[config.mk]
export PLATFORM = sky130hd
export DESIGN_NAME = adder_bist
export DESIGN_NICKNAME = d
export VERILOG_FILES = /design/src/rtl/adder_bist_pkg.sv /design/src/rtl/adder_bist_golden.sv /design/src/rtl/adder_bist.sv
export SDC_FILE = /design/constraint.sdc
export NUM_CORES = 1
export LEC_CHECK = 0
export ABC_AREA = 1
export CORE_ASPECT_RATIO = 1.1
export CORE_UTILIZATION = 40
export CTS_CLUSTER_DIAMETER = 60
export DETAILED_ROUTE_END_ITERATION = 7
export GPL_TIMING_DRIVEN = 0
export HOLD_SLACK_MARGIN = 0.12
export PLACE_DENSITY = 0.61
export SYNTH_ARGS = -nofsm -noshare
export SYNTH_HDL_FRONTEND = slang
export SYNTH_SLANG_ARGS = --single-unit
[constraint.sdc]
create_clock -name clk -period 4.8 [get_ports clk]
set_input_delay 0.48 -clock clk [delete_from_list [all_inputs] [get_ports clk]]
set_output_delay 0.48 -clock clk [all_outputs]
set_load 0.02 [all_outputs]
[src/rtl/adder_bist_pkg.sv]
// Shared types, sizes and golden full-adder functions for the adder BIST engine.
package adder_bist_pkg;

    localparam int unsigned NUM_VECTORS = 8;
    localparam int unsigned VEC_W       = 3;
    localparam int unsigned CNT_W       = 4;
    localparam int unsigned SETTLE_W    = 4;

    typedef enum logic [1:0] {
        ST_IDLE  = 2'd0,
        ST_WAIT  = 2'd1,
        ST_CHECK = 2'd2,
        ST_DONE  = 2'd3
    } state_e;

    function automatic logic full_add_sum(input logic a, input logic b, input logic cin);
        return a ^ b ^ cin;
    endfunction

    function automatic logic full_add_carry(input logic a, input logic b, input logic cin);
        return (a & b) | (cin & (a ^ b));
    endfunction

endpackage

[src/rtl/adder_bist_golden.sv]
// Combinational reference full adder used as the BIST golden model.
module adder_bist_golden
    import adder_bist_pkg::*;
(
    input  logic a_i,
    input  logic b_i,
    input  logic cin_i,
    output logic z_exp_o,
    output logic cout_exp_o
);

    assign z_exp_o    = full_add_sum(a_i, b_i, cin_i);
    assign cout_exp_o = full_add_carry(a_i, b_i, cin_i);

endmodule

[src/rtl/adder_bist.sv]
// Clocked exhaustive self-test of a 1-bit full adder sitting beside this block.
// Define ADDER_BIST_COUT_CHECK_EN to also compare the carry output.
module adder_bist
    import adder_bist_pkg::*;
#(
    parameter int unsigned SETTLE = 1
) (
    input  logic                  clk,
    input  logic                  rst,
    input  logic                  start_i,
    input  logic                  z_i,
    input  logic                  cout_i,
    output logic                  a_o,
    output logic                  b_o,
    output logic                  cin_o,
    output logic                  busy_o,
    output logic                  done_o,
    output logic                  pass_o,
    output logic [CNT_W-1:0]      fail_count_o,
    output logic [VEC_W-1:0]      first_fail_o
);

    state_e                state_q, state_d;
    logic [VEC_W-1:0]      vec_q, vec_d;
    logic [SETTLE_W-1:0]   settle_q, settle_d;
    logic [CNT_W-1:0]      fail_q, fail_d;
    logic [VEC_W-1:0]      first_q, first_d;
    logic [VEC_W-1:0]      stim_q, stim_d;
    logic                  busy_q, busy_d;
    logic                  done_q, done_d;
    logic                  pass_q, pass_d;

    logic                  z_exp;
    logic                  cout_exp;
    logic                  mismatch;
    logic                  last_settle;
    logic                  last_vec;

    adder_bist_golden u_golden (
        .a_i        (stim_q[2]),
        .b_i        (stim_q[1]),
        .cin_i      (stim_q[0]),
        .z_exp_o    (z_exp),
        .cout_exp_o (cout_exp)
    );

`ifdef ADDER_BIST_COUT_CHECK_EN
    assign mismatch = (z_i != z_exp) || (cout_i != cout_exp);
`else
    logic unused_cout;
    assign unused_cout = cout_i ^ cout_exp;
    assign mismatch    = (z_i != z_exp);
`endif

    assign last_settle = (settle_q == SETTLE_W'(SETTLE - 1));
    assign last_vec    = (vec_q == VEC_W'(NUM_VECTORS - 1));

    // State register
    always_ff @(posedge clk or posedge rst) begin
        if (rst) begin
            state_q <= ST_IDLE;
        end else begin
            state_q <= state_d;
        end
    end

    // Next-state logic; start is only honoured while not running
    always_comb begin
        state_d = state_q;
        case (state_q)
            ST_IDLE:  if (start_i)     state_d = ST_WAIT;
            ST_WAIT:  if (last_settle) state_d = ST_CHECK;
            ST_CHECK: state_d = last_vec ? ST_DONE : ST_WAIT;
            ST_DONE:  if (start_i)     state_d = ST_WAIT;
            default:  state_d = ST_IDLE;
        endcase
    end

    // Datapath and registered-output next values
    always_comb begin
        vec_d    = vec_q;
        settle_d = settle_q;
        fail_d   = fail_q;
        first_d  = first_q;
        case (state_q)
            ST_IDLE, ST_DONE: begin
                if (start_i) begin
                    vec_d    = '0;
                    settle_d = '0;
                    fail_d   = '0;
                    first_d  = '0;
                end
            end
            ST_WAIT: begin
                settle_d = settle_q + SETTLE_W'(1);
            end
            ST_CHECK: begin
                if (mismatch && (fail_q != CNT_W'(NUM_VECTORS))) begin
                    fail_d = fail_q + CNT_W'(1);
                    if (fail_q == '0) begin
                        first_d = vec_q;
                    end
                end
                if (!last_vec) begin
                    vec_d    = vec_q + VEC_W'(1);
                    settle_d = '0;
                end
            end
            default: ;
        endcase

        busy_d = (state_d == ST_WAIT) || (state_d == ST_CHECK);
        stim_d = busy_d ? vec_d : '0;
        done_d = (state_d == ST_DONE);
        pass_d = done_d && (fail_d == '0);
    end

    always_ff @(posedge clk or posedge rst) begin
        if (rst) begin
            vec_q    <= '0;
            settle_q <= '0;
            fail_q   <= '0;
            first_q  <= '0;
            stim_q   <= '0;
            busy_q   <= 1'b0;
            done_q   <= 1'b0;
            pass_q   <= 1'b0;
        end else begin
            vec_q    <= vec_d;
            settle_q <= settle_d;
            fail_q   <= fail_d;
            first_q  <= first_d;
            stim_q   <= stim_d;
            busy_q   <= busy_d;
            done_q   <= done_d;
            pass_q   <= pass_d;
        end
    end

    assign a_o          = stim_q[2];
    assign b_o          = stim_q[1];
    assign cin_o        = stim_q[0];
    assign busy_o       = busy_q;
    assign done_o       = done_q;
    assign pass_o       = pass_q;
    assign fail_count_o = fail_q;
    assign first_fail_o = first_q;

endmodule
# --- Yosys cells after proc, flatten, opt, wreduce, memory -nomap -nowiden ---
# Cells that the tools add are included.
# Widths: inputs -> output; s select.
classes:
  n_bitwise: 2
  n_eq_ne: 13
  add_sub_neg: 3
  n_reduce_logical: 11
  muxes: 18
ops:
  columns: ["operator", "count"]
  rows:
  - ["$mux 3", 6]
  - ["$mux 4", 4]
  - ["$logic_not 4->1", 3]
  - ["$pmux 3 s2", 2]
  - ["$pmux 4 s3", 1]
  - ["$add 4x1->4 const B", 2]
  - ["$eq 2x2->1 const B", 4]
  - ["$pmux 4 s2", 1]
  - ["$mux 2", 3]
  - ["$ne 2x2->1 const B", 3]
  - ["$pmux 2 s3", 1]
  - ["$eq 2x1->1 const B", 2]
  - ["$ne 4x4->1 const B", 1]
  - ["$reduce_and 4->1", 1]
  - ["$add 3x1->3 const B", 1]
  - ["$eq 3x3->1 const B", 1]
  - ["$logic_and 1x1->1", 2]
  - ["$logic_not 2->1", 1]
  - ["$ne 2x1->1 const B", 1]
  - ["$reduce_and 2->1", 1]
  - ["$reduce_bool 2->1", 1]
  - ["$reduce_or 2->1", 1]
  - ["$xor 1x1->1", 2]
  - ["$logic_or 1x1->1", 1]
  - ["$ne 1x1->1", 1]
totals:
  inputBits: 5
  register_bits: 22
  wordCells: 56
  out_inout_bits: 13

# --- Logic depth before layout (Yosys ltp) ---
# Gate-level depths: netlist of the first run.
depth:
  word_depth: 8
  depth_mapped: 13
  mapped_depth_nobuf: 13

# --- Modules after synthesis ---
# Synthesis of the first run repeated with hierarchy kept, for this count alone.
hier_totals:
  hier_cells: 148
  hier_area_um2: 1213.7
modules_own_cells:
  columns: ["mod", "cells_per_inst", "instances", "area_per_inst_um2"]
  rows:
  - ["adder_bist", 147, 1, 1193.6]
  - ["adder_bist_golden", 1, 1, 20.0]

# --- Worst setup path before layout of the first run ---
# OpenSTA, ideal clock, no wires.
synth_timing:
  kind: "register to register"
  from: "register state_q[0]"
  to: "register stim_q[0]"
  path_stages_with_launch: 12
  arrival_time_ns: 1.575
  synth_period_minus_slack_ns: 1.699
  n_path_buf: 0
  required_ns: 4.676
  setup_ns: 0.124
  setup_slack_ns: 3.101
  path_cell_list: "dfrtp_1 inv_1 ha_1 inv_2 nor2_1 inv_1 nand2_1 inv_2 a21oi_1 ha_1 inv_1 nor2_1"
synth_between:
  elab_chain_cells: 6
synth_lines:
  columns: ["item", "line", "text"]
  rows:
  - ["from (decl)", "adder_bist.sv:23", "state_e state_q, state_d;"]
  - ["from (signal assigned)", "adder_bist.sv:63", "state_q <= state_d;"]
  - ["$eq 2x2->1 / $logic_not 2->1 (equally long branches)", "adder_bist.sv:70", "case (state_q)"]
  - ["$reduce_or 2->1 (no source line)", null, null]
  - ["$pmux 2 s3 *", "adder_bist.sv:70", null]
  - ["named net state_d[1]", "adder_bist.sv:23", null]
  - ["$eq 2x1->1 / $eq 2x2->1 (equally long branches)", "adder_bist.sv:112", "busy_d = (state_d == ST_WAIT) || (state_d == ST_CHECK);"]
  - ["$logic_or 1x1->1 *", "adder_bist.sv:112", null]
  - ["named net busy_d", "adder_bist.sv:29", "logic busy_q, busy_d;"]
  - ["$mux 3 *", "adder_bist.sv:113", "stim_d = busy_d ? vec_d : '0;"]
  - ["named net stim_d[0]", "adder_bist.sv:28", "logic [VEC_W-1:0] stim_q, stim_d;"]
  - ["to (signal assigned)", "adder_bist.sv:133", "stim_q <= stim_d;"]
  - ["to (decl)", "adder_bist.sv:28", null]
# Mark *: on every way through the listed nets, which the timed path passes. The rest lies on a longest branch.
# A chain may end at the register's enable or synchronous reset.

# --- Worst setup path after layout of the first run ---
layout_timing:
  from: "register state_q[0]"
  to: "register pass_q (netlist: pass_o)"
layout_between:
  elab_chain_cells: 5
layout_lines:
  columns: ["item", "line", "text"]
  rows:
  - ["$eq 2x2->1 / $logic_not 2->1 (equally long branches)", "adder_bist.sv:70", null]
  - ["$reduce_or 2->1 (no source line)", null, null]
  - ["$pmux 2 s3 *", "adder_bist.sv:70", null]
  - ["named net state_d[1]", "adder_bist.sv:23", null]
  - ["$eq 2x2->1 *", "adder_bist.sv:114", "done_d = (state_d == ST_DONE);"]
  - ["named net done_d", "adder_bist.sv:30", "logic done_q, done_d;"]
  - ["$logic_and 1x1->1 *", "adder_bist.sv:115", "pass_d = done_d && (fail_d == '0);"]
  - ["named net pass_d", "adder_bist.sv:31", "logic pass_q, pass_d;"]
  - ["to (signal assigned)", "adder_bist.sv:136", "pass_q <= pass_d;"]
  - ["to (decl)", "adder_bist.sv:31", null]
# Marks and branches as above.

==> results.py, run 1 <==
metrics = {
    "run_status": {
        "outcome": "completed",
    },
    "drt": {
        "post_drt_wl_per_cell_um": 11.30,
        "vias": 979,
        "drt-pass1-iter-count": 4,
        "drtIter0Drc": 21,
        "drt.antenna.violating_nets": 0,
        "remaining_drc_errors": 0,
        "routed_wl_um": 2282,
        "via_per_inst": 4.847,
    },
    "clock_tree": {
        "h-tree-depth": 1,
        "ctsHoldBuffers": 0,
        "clk_pin_slew_ns": 0.13,
        "worst_skew_pair.late_latency_ns": 0.32,
        "cts.repair.resized": 0,
        "clock-sinks": 22,
        "cts_tree": "done",
        "cts_inserted_buffers": 3,
        "cts_root_buf": "clkbuf_4",
        "post-cts-setup-buffers": 0,
        "clk_path_buf_depth": 2,
    },
    "worst_setup_path": {
        "r2r_end": "pass_o",
        "slowest_delay_ns": 0.41,
        "cp.required_ns": 5.05,
        "worstSetupPathType": "reg -> reg",
        "cp_num_buf_inv": 5,
        "cp.arrival_ns": 2.28,
        "crit_fanout": 6,
        "r2r_cells": 13,
        "crit_chain": "inv_1, ha_1, inv_2, nor2_1, inv_1, nand2_1, inv_2, a21oi_1, ha_1, inv_1, nor2_1, nand2_1, nor2_1",
        "slowest_stage": "dfrtp_1",
        "cp-end-kind": "register",
        "worstSetupStartpointType": "register",
        "rr_startpoint": "state_q[0]",
        "r2r_slack_ns": 2.77,
        "crit_family": "simple AND/OR/NAND/NOR gates",
    },
    "logic_synthesis": {
        "syn_inst": 149,
        "yosys_register_bits": 22,
        "yosysSeqAreaShare_pct": 46.32,
        "yosysUniqueCellTypes": 23,
        "syn_area_per_cell_um2": 7.977,
        "synth_area_leaders": "dfrtp_1, nand2_1, inv_1",
        "synthDominantCellAreaShare_pct": 46.32,
        "synth_nets": 162,
        "synth_edf_count": 0,
        "synth_area_um2": 1189,
        "synth_top_cell_by_area": "dfrtp_1",
        "yosysWarnings": 0,
        "yosys_most_used_dff": "dfrtp_1",
        "async_flop_share_pct": 100.0,
    },
    "pwr": {
        "finalPower_mw": 0.7874,
        "p_leak_nw": 0.7649,
        "switchingPower_mw": 0.3310,
        "power.density_nw_per_um2": 545.8,
        "switching_share_pct": 42.04,
        "seq_power_share_pct": 33.2,
        "p_int_mw": 0.4564,
        "ir_worst_vdd_mv": 0.3067,
        "pwr-share-clk_pct": 18.3,
        "pwr-share-comb_pct": 48.5,
    },
    "placement": {
        "post-place-ws_ns": 2.693,
        "hpwl_um": 1687,
        "placed_cells": 198,
        "io_buffers": 16,
        "gp_congestion": 0.8485,
        "place_area_um2": 1390,
    },
    "flow_run": {
        "drv_cap": 0,
    },
    "sta": {
        "slew_headroom_pct": 43.93,
        "skew_ns": 0.005304,
        "tightest_slew_ns": 0.8402,
        "drv_slew": 0,
        "hold-worst-slack_ns": 0.4787,
        "min_period_over_period_pct": 42.31,
        "finalSetupViolCount": 0,
        "worst_slack_ns": 2.769,
        "rsz0062_at_grt": "false",
        "fmax_mhz": 492.4,
        "setup_tns_ns": 0,
        "final.min_clock_period_ns": 2.031,
        "finalHoldViolations": 0,
    },
    "die": {
        "coreArea_um2": 2803,
        "rows": 20,
        "die_w_um": 53.98,
        "die-area_um2": 3194,
        "start_util_pct": 42.41,
        "die_y_um": 59.18,
        "io-pin-count": 18,
    },
    "cells_and_area": {
        "fill_cells": 276,
        "multi_input_area_um2": 514.2,
        "diodes": 0,
        "sequential_cell_area_um2": 550.5,
        "area_growth_syn_to_layout_pct": 21.37,
        "finalInstanceArea_um2": 1443,
        "drive_gt1_share_pct": 8.284,
        "final_nets": 183,
        "layoutNonFillerInstCount": 202,
        "post-route-util_pct": 51.47,
    },
    "worst_hold_path": {
        "worst_hold_path.endpoint": "settle_q[3]",
        "hp-start": "settle_q[3]",
        "whs_path_depth": 1,
        "hp-class": "reg -> reg",
    },
    "global_routing": {
        "grt_pass1_wl_um": 3767,
        "overflow": 0,
        "grtUsageTotal_pct": 16.63,
        "antenna_found_initial": 0,
        "grt_max_degree": 23,
        "grt_pass1_vias": 898,
    },
}
flip-flops by register name (all words and copies together), names as in the netlist:
signal,cells
busy_o,1
done_o,1
fail_count_o,4
first_fail_o,3
pass_o,1
settle_q,4
state_q,2
stim_q,3
vec_q,3
cells in the mapped netlist, types with 2 or more instances:
cell and count:
o21ai_1 5, dfrtp_1 22, o21ai_0 8, nand3_1 7, inv_1 30, a21oi_1 3, nor2_2 2, nand2_1 39
nor2_1 10, inv_2 3, ha_1 8
power groups by stage:
stage | logic (mW) | registers (mW) | clock network, mW
floorplan | 0.243 | 0.289 | 0
global placement | 0.374 | 0.264 | 0
detailed placement | 0.379 | 0.266 | 0
CTS | 0.388 | 0.262 | 0.148
global route | 0.435 | 0.268 | 0.153
finish | 0.382 | 0.261 | 0.144
placed cells by master, fill, tap and decap left out, types with 2 or more instances in the layout:
| cell type | instances |
|---|---|
| nand2_1 | 39 |
| inv_1 | 30 |
| dfrtp_1 | 22 |
| clkdlybuf4s50_1 | 16 |
| nor2_1 | 10 |
| o21ai_0 | 8 |
| ha_1 | 8 |
| nand3_1 | 7 |
| o21ai_1 | 5 |
| inv_2 | 3 |
| a21oi_1 | 3 |
| clkbuf_4 | 3 |
| nor2_2 | 2 |
worst register-to-register path, stage by stage (launching register included):
cell and delay (ns):
dfrtp_1 0.41, inv_1 0.11, ha_1 0.29, inv_2 0.07, nor2_1 0.14, inv_1 0.07
nand2_1 0.13, inv_2 0.06, a21oi_1 0.16, ha_1 0.21, inv_1 0.05, nor2_1 0.12
nand2_1 0.07, nor2_1 0.10
layer usage:
| layer | up-vias | global-route usage [%] | part of all wire (%) |
|---|---|---|---|
| met5 | - | 0 | 0 |
| met4 | 0 | 7.692 | 1.8 |
| met3 | 5 | 2.308 | 2.5 |
| met2 | 14 | 28.57 | 51 |
| met1 | 458 | 20.13 | 45 |
| li1 | 502 | - | - |
worst max path at each step:
stage,startpoint,to,slack [ns],cells past startpoint
final,state_q[0],pass_o,2.77,13
after floorplan,state_q[0],stim_q[0],3.10,11
after global placement,start_i,stim_q[0],2.70,9
after detailed placement,start_i,stim_q[0],2.69,9
after CTS,state_q[0],pass_o,2.77,13
after global routing,state_q[0],pass_o,2.56,13
cell type report:
class,count,area share (%)
inverter,33,8.586
tap,33,2.862
multi-input combinational,94,35.65
sequential,22,38.16
timing repair buffer,16,11.10
clock buffer,3,1.561
clock inverter,1,2.082
logic make-up after synthesis:
kind of cell | share of synthesized area [%]
buffers and inverters | 10.42
DFF | 46.32
AOI/OAI and AO/OA | 11.05
adders and majority gates | 8.421
xor gates and xnor gates | 1.474
and+or+nand+nor | 22.32
Power figures use the tool's default switching activity.
==> inputs of run 2 (changes only) <==
--- a/config.mk
+++ b/config.mk
@@ -12,7 +12,7 @@
 export DETAILED_ROUTE_END_ITERATION = 7
 export GPL_TIMING_DRIVEN = 0
 export HOLD_SLACK_MARGIN = 0.12
-export PLACE_DENSITY = 0.61
+export PLACE_DENSITY = 0.63
 export SYNTH_ARGS = -nofsm -noshare
 export SYNTH_HDL_FRONTEND = slang
 export SYNTH_SLANG_ARGS = --single-unit
==> constraint.sdc (replaced) <==
create_clock -name clk -period 1.81 [get_ports clk]
set_input_delay 0.181 -clock clk [delete_from_list [all_inputs] [get_ports clk]]
set_output_delay 0.181 -clock clk [all_outputs]
set_load 0.02 [all_outputs]
==> results.py, run 2 (synthesis gave the netlist of run 1 again) <==
metrics = {
    "worst_hold_path": {
        "hp-class": "in -> async",
    },
    "cells_and_area": {
        "sequential_cell_area_um2": 550.5,
        "multi_input_area_um2": 570.5,
        "area_growth_syn_to_layout_pct": 30.63,
        "drive_gt1_share_pct": 19.10,
        "final_nets": 192,
        "fill_cells": 272,
        "final_common_cell": "nand2_1",
        "most-common-layout-cells": "nand2_1, inv_1, dfrtp_1",
        "diodes": 0,
    },
    "placement": {
        "gp_congestion": 0.8796,
        "post-place-ws_ns": -0.2067,
        "io_buffers": 16,
        "hpwl_um": 1673,
    },
    "sta": {
        "worst_slack_ns": 0.06936,
        "min_period_over_period_pct": 96.17,
        "drv_slew": 0,
        "setup_tns_ns": 0,
        "slew_headroom_pct": 45.42,
        "final.min_clock_period_ns": 1.741,
        "tightest_slew_ns": 0.8177,
        "rsz0062_at_grt": "true",
        "skew_ns": 0.003277,
        "fmax_mhz": 574.5,
        "finalSetupViolCount": 0,
        "finalHoldViolations": 0,
    },
    "die": {
        "die_w_um": 53.98,
        "rows": 20,
        "io-pin-count": 18,
        "start_util_pct": 42.41,
        "die_y_um": 59.18,
        "coreArea_um2": 2803,
        "die-area_um2": 3194,
    },
    "clock_tree": {
        "h-tree-depth": 1,
        "worst_skew_pair.late_latency_ns": 0.31,
        "cts_tree": "done",
        "cts_inserted_buffers": 3,
        "clk_pin_slew_ns": 0.12,
        "clk_path_buf_depth": 2,
        "clock-sinks": 22,
        "cts_root_buf": "clkbuf_4",
        "ctsHoldBuffers": 0,
    },
    "global_routing": {
        "overflow": 0,
        "grt_max_degree": 23,
        "grt_pass1_wl_um": 3884,
        "grtUsageMet2_pct": 25.75,
        "use_met1_pct": 23.79,
        "grtUsageMet3_pct": 2.308,
        "grtUsageTotal_pct": 16.82,
        "busiest_layer": "met2",
        "grt_pass1_vias": 940,
        "antenna_found_initial": 0,
    },
    "run_status": {
        "outcome": "completed",
    },
    "worst_setup_path": {
        "worstSetupStartpointType": "register",
        "r2r_slack_ns": 0.07,
        "worstSetupPathType": "reg -> reg",
        "cp.arrival_ns": 1.99,
        "cp.required_ns": 2.06,
        "crit_fanout": 8,
        "cp-end-kind": "register",
    },
    "drt": {
        "via_per_inst": 4.815,
        "post_drt_wl_per_cell_um": 11.13,
        "routed_wl_um": 2349,
        "drt.antenna.violating_nets": 0,
        "drt-pass1-iter-count": 4,
        "vias": 1016,
        "drtIter0Drc": 25,
        "remaining_drc_errors": 0,
    },
    "pwr": {
        "finalPower_mw": 2.260,
        "p_leak_nw": 0.8002,
        "ir_worst_vdd_mv": 0.7824,
        "power.density_nw_per_um2": 1456,
    },
    "flow_run": {
        "drv_cap": 0,
    },
}
==> run 2: changes by cell type in the layout (fill, tap and decap cells not counted), sizes merged <==
cell and delta:
bufinv -1, clkbuf +1, buf +9
==> run 2: final cells by class <==
cell class / instances / share of cell area, %
Sequential cell: 22 / 35.46
Inverter: 33 / 8.139
Clock buffer: 4 / 2.337
Timing Repair Buffer: 25 / 14.67
Multi-Input combinational cell: 94 / 36.74
Tap cell: 33 / 2.659
==> run 2: worst max-delay path, stage by stage (launching register included) <==
cell     delay, ns
dfrtp_1       0.45
inv_2         0.12
ha_4          0.21
inv_1         0.08
a31oi_1       0.18
o21ai_1       0.13
ha_2          0.34
inv_1         0.06
nor2_1        0.11
==> run 2: power by group <==
group	switching (mW)	internal, mW
Combinational	0.723	0.554
Clock	0.150	0.123
Sequential	0.0947	0.616
==> run 2: path summary, 6_finish.rpt <==
path | end | startpoint | cells after the start
setup / recovery | stim_q[1] | state_q[1] | 8
hold / removal | pass_o | rst | 2
setup reg to reg | stim_q[1] | state_q[1] | 8
hold reg to reg | settle_q[3] | settle_q[3] | 1
max in group asynchronous | busy_o | rst | 2
min in group clk | settle_q[3] | settle_q[3] | 1
==> run 2: through the flow <==
stage	hold WS, ns	instances	cell area, um2	util, %
6_report	0.3256	211	1553	55.40
5_1_grt	0.4116	211	1553	55.40
4_1_cts	0.3695	203	1463	52.19
3_5_place_dp	0.4657	198	1390	49.60
3_3_place_gp	0.4496	198	1390	49.60
2_1_floorplan	0.1702	149	1189	-
==> run 2: layer usage <==
layer	part of all wire (%)	wire length [um]
met5	0	0
met4	2.8	66
met3	2.7	63
met2	47	1104
met1	47	1114
==> run 2: what timing repair did <==
item / in CTS / in global routing
gates resized for setup: 9 / 10
buffers inserted: 1 / 8
endpoints found under the setup margin: 5 / 4
pin swaps: 0 / 6
==> inputs of run 3 (changes only) <==
--- a/config.mk
+++ b/config.mk
@@ -6,6 +6,7 @@
 export NUM_CORES = 1
 export LEC_CHECK = 0
 export ABC_AREA = 1
+export CAP_MARGIN = 0
 export CORE_ASPECT_RATIO = 1.1
 export CORE_UTILIZATION = 40
 export CTS_CLUSTER_DIAMETER = 60
@@ -13,6 +14,7 @@
 export GPL_TIMING_DRIVEN = 0
 export HOLD_SLACK_MARGIN = 0.12
 export PLACE_DENSITY = 0.63
+export SKIP_LAST_GASP = 1
 export SYNTH_ARGS = -nofsm -noshare
 export SYNTH_HDL_FRONTEND = slang
 export SYNTH_SLANG_ARGS = --single-unit
==> results of run 3 <==
The final DEF is identical to that of run 2; final timing and power are the same.
